<file path="src/rtl/ahb_fetch_master.sv">
// AHB-Lite read-only fetch initiator: turns core word-fetch requests into pipelined
// single NONSEQ reads and queues the returned words in an in-order response FIFO.
module ahb_fetch_master #(
    parameter int ADDR_W    = 20,
    parameter int RSP_DEPTH = 4
) (
    input  logic              clk,
    input  logic              reset,
    input  logic              req_valid,
    output logic              req_ready,
    input  logic [ADDR_W-1:0] req_addr,
    output logic              rsp_valid,
    input  logic              rsp_ready,
    output logic [31:0]       rsp_data,
    input  logic              flush,
    output logic              busy,
    output logic              hsel,
    output logic [1:0]        htrans,
    output logic [2:0]        hsize,
    output logic [1:0]        hburst,
    output logic              hwrite,
    output logic [ADDR_W-1:0] haddr,
    output logic [31:0]       hwdata,
    input  logic [31:0]       hrdata,
    input  logic              hready
);

    localparam int PTR_W = $clog2(RSP_DEPTH);
    localparam int CNT_W = PTR_W + 1;

    localparam logic [1:0] HTRANS_IDLE   = 2'b00;
    localparam logic [1:0] HTRANS_NONSEQ = 2'b10;

    logic              addr_pend;
    logic              addr_disc;
    logic              data_pend;
    logic              data_disc;
    logic [CNT_W-1:0]  cnt;
    logic [PTR_W-1:0]  wr_ptr;
    logic [PTR_W-1:0]  rd_ptr;
    logic [31:0]       fifo_mem [RSP_DEPTH];

    logic [CNT_W:0]    in_flight;
    logic              accept;
    logic              addr_adv;
    logic              data_done;
    logic              push;
    logic              pop;
    logic              unused_addr_lsbs;

    assign unused_addr_lsbs = ^req_addr[1:0];

    // Every fetch on the bus already owns a FIFO slot, so the FIFO can never overflow.
    assign in_flight = {{CNT_W{1'b0}}, addr_pend} + {{CNT_W{1'b0}}, data_pend} + {1'b0, cnt};

    assign req_ready = !reset && !flush && (!addr_pend || hready)
                       && (in_flight < (CNT_W + 1)'(RSP_DEPTH));
    assign accept    = req_valid && req_ready;
    assign addr_adv  = addr_pend && hready;
    assign data_done = data_pend && hready;
    assign push      = data_done && !data_disc && !flush;
    assign pop       = rsp_valid && rsp_ready && !flush;

    assign rsp_valid = (cnt != '0);
    assign rsp_data  = rsp_valid ? fifo_mem[rd_ptr] : 32'h0;
    assign busy      = addr_pend | data_pend;

    assign hsize  = 3'h2;
    assign hburst = 2'b00;
    assign hwrite = 1'b0;
    assign hwdata = 32'h0;

    always_ff @(posedge clk or posedge reset) begin
        if (reset) begin
            hsel      <= 1'b0;
            htrans    <= HTRANS_IDLE;
            haddr     <= '0;
            addr_pend <= 1'b0;
            addr_disc <= 1'b0;
            data_pend <= 1'b0;
            data_disc <= 1'b0;
        end else begin
            if (accept) begin
                hsel      <= 1'b1;
                htrans    <= HTRANS_NONSEQ;
                haddr     <= {req_addr[ADDR_W-1:2], 2'b00};
                addr_pend <= 1'b1;
                addr_disc <= 1'b0;
            end else if (addr_adv) begin
                hsel      <= 1'b0;
                htrans    <= HTRANS_IDLE;
                haddr     <= '0;
                addr_pend <= 1'b0;
                addr_disc <= 1'b0;
            end else if (flush && addr_pend) begin
                // A NONSEQ cannot be withdrawn; remember to drop its data instead.
                addr_disc <= 1'b1;
            end

            if (addr_adv) begin
                data_pend <= 1'b1;
                data_disc <= addr_disc || flush;
            end else if (data_done) begin
                data_pend <= 1'b0;
                data_disc <= 1'b0;
            end else if (flush && data_pend) begin
                data_disc <= 1'b1;
            end
        end
    end

    always_ff @(posedge clk or posedge reset) begin
        if (reset) begin
            cnt    <= '0;
            wr_ptr <= '0;
            rd_ptr <= '0;
        end else if (flush) begin
            cnt    <= '0;
            wr_ptr <= '0;
            rd_ptr <= '0;
        end else begin
            if (push) wr_ptr <= wr_ptr + PTR_W'(1);
            if (pop)  rd_ptr <= rd_ptr + PTR_W'(1);
            case ({push, pop})
                2'b10:   cnt <= cnt + CNT_W'(1);
                2'b01:   cnt <= cnt - CNT_W'(1);
                default: cnt <= cnt;
            endcase
        end
    end

    // NOTE: the storage array has no reset; rsp_data is masked by rsp_valid, so stale words never escape.
    always_ff @(posedge clk) begin
        if (push) fifo_mem[wr_ptr] <= hrdata;
    end

endmodule

</file>
<file path="config.mk">
export PLATFORM = sky130hd
export DESIGN_NAME = ahb_fetch_master
export DESIGN_NICKNAME = d
export VERILOG_FILES = /design/src/rtl/ahb_fetch_master.sv
export SDC_FILE = /design/constraint.sdc
export NUM_CORES = 1
export LEC_CHECK = 0
export BUFFER_PORTS_ARGS = -buffer_cell sky130_fd_sc_hd__buf_2
export CAP_MARGIN = 20
export CORE_AREA = 10 10 123 125
export DETAILED_ROUTE_END_ITERATION = 16
export DIE_AREA = 0 0 133 135
export HOLD_SLACK_MARGIN = 0.05
export PLACE_DENSITY = 0.79
export SETUP_SLACK_MARGIN = 0.15
export SYNTH_ARGS = -nofsm -noshare
export SYNTH_HDL_FRONTEND = slang
export SYNTH_SLANG_ARGS = --single-unit
</file>
<file path="constraint.sdc">
create_clock -name clk -period 2.85 [get_ports clk]
set_input_delay 0.285 -clock clk [delete_from_list [all_inputs] [get_ports clk]]
set_output_delay 0.285 -clock clk [all_outputs]
set_load 0.01 [all_outputs]
</file>
* Word level (Yosys, flattened, before mapping)
Memory sizes are Yosys's and may differ from the RTL's.
Cells that the tools add are included.
** Storage, ports and cells
- Flip-flop bits (word level) :: 33
- Bits in latches :: 0
- Memory bits (writable) :: 128
- Memory bits (read-only) :: 0
- Input bits :: 58
- Output and inout port bits :: 96
- Logic and storage cells :: 69
- Memories kept :: 1
** Operators by class
- Add/subtract/negate cells :: 6
- $mul :: 0
- Divide/modulo/power cells :: 0
- Magnitude comparators :: 1
- Equal/unequal tests :: 2
- Shifts and indexed selects :: 0
- Multiplexer cells :: 23
- Bitwise gates (word level) :: 1
- Reduce and logical (&&, ||, !) cells :: 26
** Memories
- fifo_mem :: words 4, width 32, rd ports 1, clocked after memory_dff 0, wr ports 1, RTL line 41 : logic [31:0] fifo_mem [RSP_DEPTH];
** Operator list (number)
- 20-bit 2-to-1 mux :: 2
- 32-bit 2-to-1 mux :: 1
- 1-bit logical AND :: 12
- 1-bit 2-to-1 mux :: 12
- 2-bit 2-to-1 mux :: 6
- 3-bit nonzero test :: 4
- 2-bit nonzero test :: 4
- 3-bit one-hot mux with 2 select lines :: 1
- 2-bit by 1-bit adder with 2-bit output (second input constant) :: 2
- 2-bit by 3-bit adder with 4-bit output :: 1
- 1-bit logical NOT :: 4
- 4-bit by 3-bit < comparator with 1-bit output (second input constant) :: 1
- 3-bit by 1-bit adder with 3-bit output (second input constant) :: 1
- 3-bit 2-to-1 mux :: 1
- 3-bit by 1-bit subtractor with 3-bit output (second input constant) :: 1
- 1-bit by 1-bit adder with 2-bit output :: 1
- 2-bit by 1-bit equality test with 1-bit output (second input constant) :: 1
- 2-bit equality test (second input constant) :: 1
- 1-bit logical OR :: 2
- 1-bit bitwise OR :: 1

* Longest topological paths before layout
- Depth after elaboration :: 6
- Mapped depth :: 8

* Worst setup path after synthesis
OpenSTA, ideal clock, no wires.
- Path kind :: reg-to-reg
- Start point :: register data_disc
- End point :: memory fifo_mem[0][0] (enable)
- Setup time :: 0.392 ns
- Arrival time :: 1.680 ns
- Required time :: 2.458 ns
- Setup slack :: 0.778 ns
- Stages on the path, launching flop included :: 4
- Period minus slack after synthesis :: 2.072 ns
- Path through :: dfrtp_1 > nand3b_2 > nor2_1 > and2_1
** On the way
- Word-level cells in the longest chain between the ends :: 5
** Ends and longest elaborated chain
- from (decl) :: RTL line 37 : logic data_disc;
- from (signal assigned) :: RTL line 102 : data_disc <= addr_disc || flush;
- 1-bit logical NOT :: RTL line 61 : assign push = data_done && !data_disc && !flush;
- 1-bit logical AND (2 in a row) :: RTL line 61
- 1-bit 2-to-1 mux :: RTL line 134 : if (push) fifo_mem[wr_ptr] <= hrdata;
- 1-bit 2-to-1 mux (implied by the code) :: RTL line 134
- to (decl) :: RTL line 41
Every way passes these cells.

* Final worst setup path
- Start point :: register rd_ptr[0]
- End point :: output rsp_data[19]
** On the way
- Word-level cells in the longest chain between the ends :: 2
** Ends and longest elaborated chain
- from (decl) :: RTL line 40 : logic [PTR_W-1:0] rd_ptr;
- from (signal assigned) :: RTL line 123 : if (pop) rd_ptr <= rd_ptr + PTR_W'(1);
- memory read 4 x 32 bit
- 32-bit 2-to-1 mux :: RTL line 65 : assign rsp_data = rsp_valid ? fifo_mem[rd_ptr] : 32'h0;
- to (decl) :: RTL line 14 : output logic [31:0] rsp_data,
Every way passes these cells.

==> out/qor.txt <==
WHS Path Cells: 2
Via/cell ratio: 5.140
Critical Path Source: rd_ptr[0]
Clock buffer count from CTS: 17
Netlist cell types: 38
Adder-cell share of the synthesized area: 1.233%
Clock Sinks: 157
Clock latency on the worst-skew pair: 0.43 ns
Reg2Reg Depth: 6
GRT Total Usage: 15.54%
CP arrival: 2.20 ns
H-tree Lvls: 4
DRT iter0 DRCs: 259
Fin nets: 587
FF-to-FF End: cnt[1]
CP peak stage delay: 0.67 ns
Post-route DRC: 0
Worst-margin pin slew: 0.9662 ns
Post-Syn Instances: 405
Final cycle utilization of the critical path: 87.34%
Commonest non-fill, non-tap cell in the layout: edfxtp_1
Fraction of layout cells with a size suffix above 1: 35.14%
Peak supply drop: 365.9 uV
Top-area cell type share of the netlist area: 57.41%
Number of primary I/O pins: 154
CP Cell Sequence: buf_12 -> mux4_2 -> and2_1 -> buf_2
Slew Limit Fails: 0
Critical-path top delay cell: dfrtp_2
Met1 Use GR: 17.20%
Main synth FF type: edfxtp_1
Clock Root Buffer: clkbuf_16
Gp weighted congestion: 0.7592
Die width: 133 um
Startpoint types: register
ANT nets after route: 0
Kind of critical path: reg2out
Largest net degree at the start of global routing: 34
Worst setup EP type: primary output
Post-Synth Simple-Gate Area: 6.877%
Buffers & Inverters on Critical Path: 2
Final setup fails: 0
Fraction of registers with async set/reset: 18.47%
Area growth, synth to finish: 18.18%
Maximum buffer depth of the clock tree: 2
Critical R2R Launch: cnt[2]
Core area: 0.01257 mm2
Fin. Hold Viols: 0
Critical hold path startpoint: req_valid
CP top delay family: flip-flops
Die ar.: 0.01796 mm2
Drt pass-1 iters: 4
Largest cells by area after synthesis: edfxtp_1 (57%), dfrtp_1 (11%), mux4_2 (11%)
Synth Area in Compound Gates: 1.645%
DR vias: 3639
Util after Layout: 62.96%
Grt met3 use: 5.267%
Fmax: 0.4017 GHz
Leak pwr: 3.273 nW
Antenna violations before repair: 1
Setup Skew: 0.008242 ns
Setup TNS: 0 ns
GRT overflow: 0
CP max FO: 17
FP Rows: 41
Number of global-route vias before repair: 4003
Total power: 0.005242 W
Worst Hold Class: in2reg
RSZ-0062 raised after global routing: true
Avg Inst Size Synth: 16.53 um2
Synth Area in XOR/XNOR: 0.5233%
Synth area leader: edfxtp_1
Max Cap Violations: 0
Met2 Use GR: 26.37%
Minimum hold slack: 0.06266 ns
DRT Wirelength: 13490 um
Outcome: complete, no violations
Die height: 135 um
Slew HR: 35.51%
R2r setup slk: 0.64 ns
Worst EP required: 2.57 ns
Sequential share of the synthesized area: 68.25%
Routed len/inst: 19.06 um
Dpl hpwl: 9095 um
First-pass GRT wire length: 21530 um
Count of state elements after synthesis: 157
Starting density of the core: 53.27%
Combinational family with the most area after synthesis: multiplexers
Final Critical Period: 2.489 ns
IO buf count: 110
CTS tree: built
Fraction of synthesized area in multiplexers: 13.60%
Post-synth EDFFs: 128
WHS Endpoint: addr_disc
Mapped Area: 0.006695 mm2
Clk slew on worst S/H paths: 0.06 ns
Dpl cells: 675
Setup Buffers After CTS: 0
Most frequent cells in the layout: edfxtp_1 (128), buf_2 (110), conb_1 (41), mux4_2 (32), and2_1 (32)
GRT busiest layer: met2
P per Cell Area: 662.5 mW/mm2
Finished Layout Cells: 708
Synth warn: 0
[power breakdown]
part	total [W]	internal, W	leakage (nW)	switching [W]
Clock	0.00221	0.00135	0.285	0.000856
Sequential	0.00261	0.00256	1.52	0.0000480
Combinational	0.000426	0.000181	1.46	0.000245
Total	0.00524	0.00409	3.27	0.00115
[cells in the mapped netlist (4+ instances only)]
library cell / instances
a21oi_1: 6
and2_1: 36
buf_2: 4
buf_4: 45
clkbuf_1: 7
dfrtp_1: 29
edfxtp_1: 128
ha_1: 5
inv_1: 26
mux2i_1: 19
mux4_2: 32
nand2_1: 26
nor2_1: 6
[timing repair]
| action | CTS | global route |
|---|---|---|
| hold buffers | 1 | 0 |
| resized for setup | 0 | 0 |
| setup endpoints to repair | 0 | 4 |
| hold endpoints to repair | 7 | 0 |
[metrics by stage]
step	setup slack (ns)	instance area, um2
floorplan	0.7781	6842
global placement	0.7734	7323
detailed placement	0.6703	7323
CTS	0.3023	7910
global route	0.1434	7910
finish	0.3609	7913
[routing by layer]
metal | vias to the layer above | wire (um)
met1 | 1825 | 5136
met5 | - | 0
met4 | 0 | 325
li1 | 1641 | -
met2 | 145 | 7021
met3 | 28 | 1009
[how the worst max path moves through the flow]
stage	depth (start not counted)	endpoint
floorplan	3	fifo_mem[0][0]
global placement	6	cnt[1]
detailed placement	6	cnt[1]
CTS	4	rsp_data[2]
global route	4	rsp_data[26]
finish	4	rsp_data[19]
[layout make-up]
cell class	instances	area (um2)
fill	952	4656
sequential	157	4572
multi-input combinational	201	1758
timing repair buffer	120	690.7
clock buffer	17	425.4
tap	172	215.2
clock inverter	14	151.4
inverter	26	97.59
antenna	1	2.502
[flip-flops by register name (all words and copies together), names as in the netlist]
signal / cells
haddr: 18
rd_ptr: 2
htrans: 1
addr_disc: 1
cnt: 3
data_disc: 1
data_pend: 1
wr_ptr: 2
fifo_mem: 128
[cells by family (layout without fill, tap and decap cells)]
| logic type | count (synthesis) | count (layout) |
|---|---|---|
| flip-flops | 157 | 157 |
| buffers and inverters | 86 | 177 |
| AND/OR/NAND/NOR | 83 | 83 |
| multiplexers | 51 | 51 |
| AO/OA/AOI/OAI | 16 | 16 |
| adder cells (fa/ha/maj) | 6 | 6 |
| XOR/XNOR | 4 | 4 |
| other | 2 | 42 |
No activity file was read; power rests on OpenSTA's default activity.
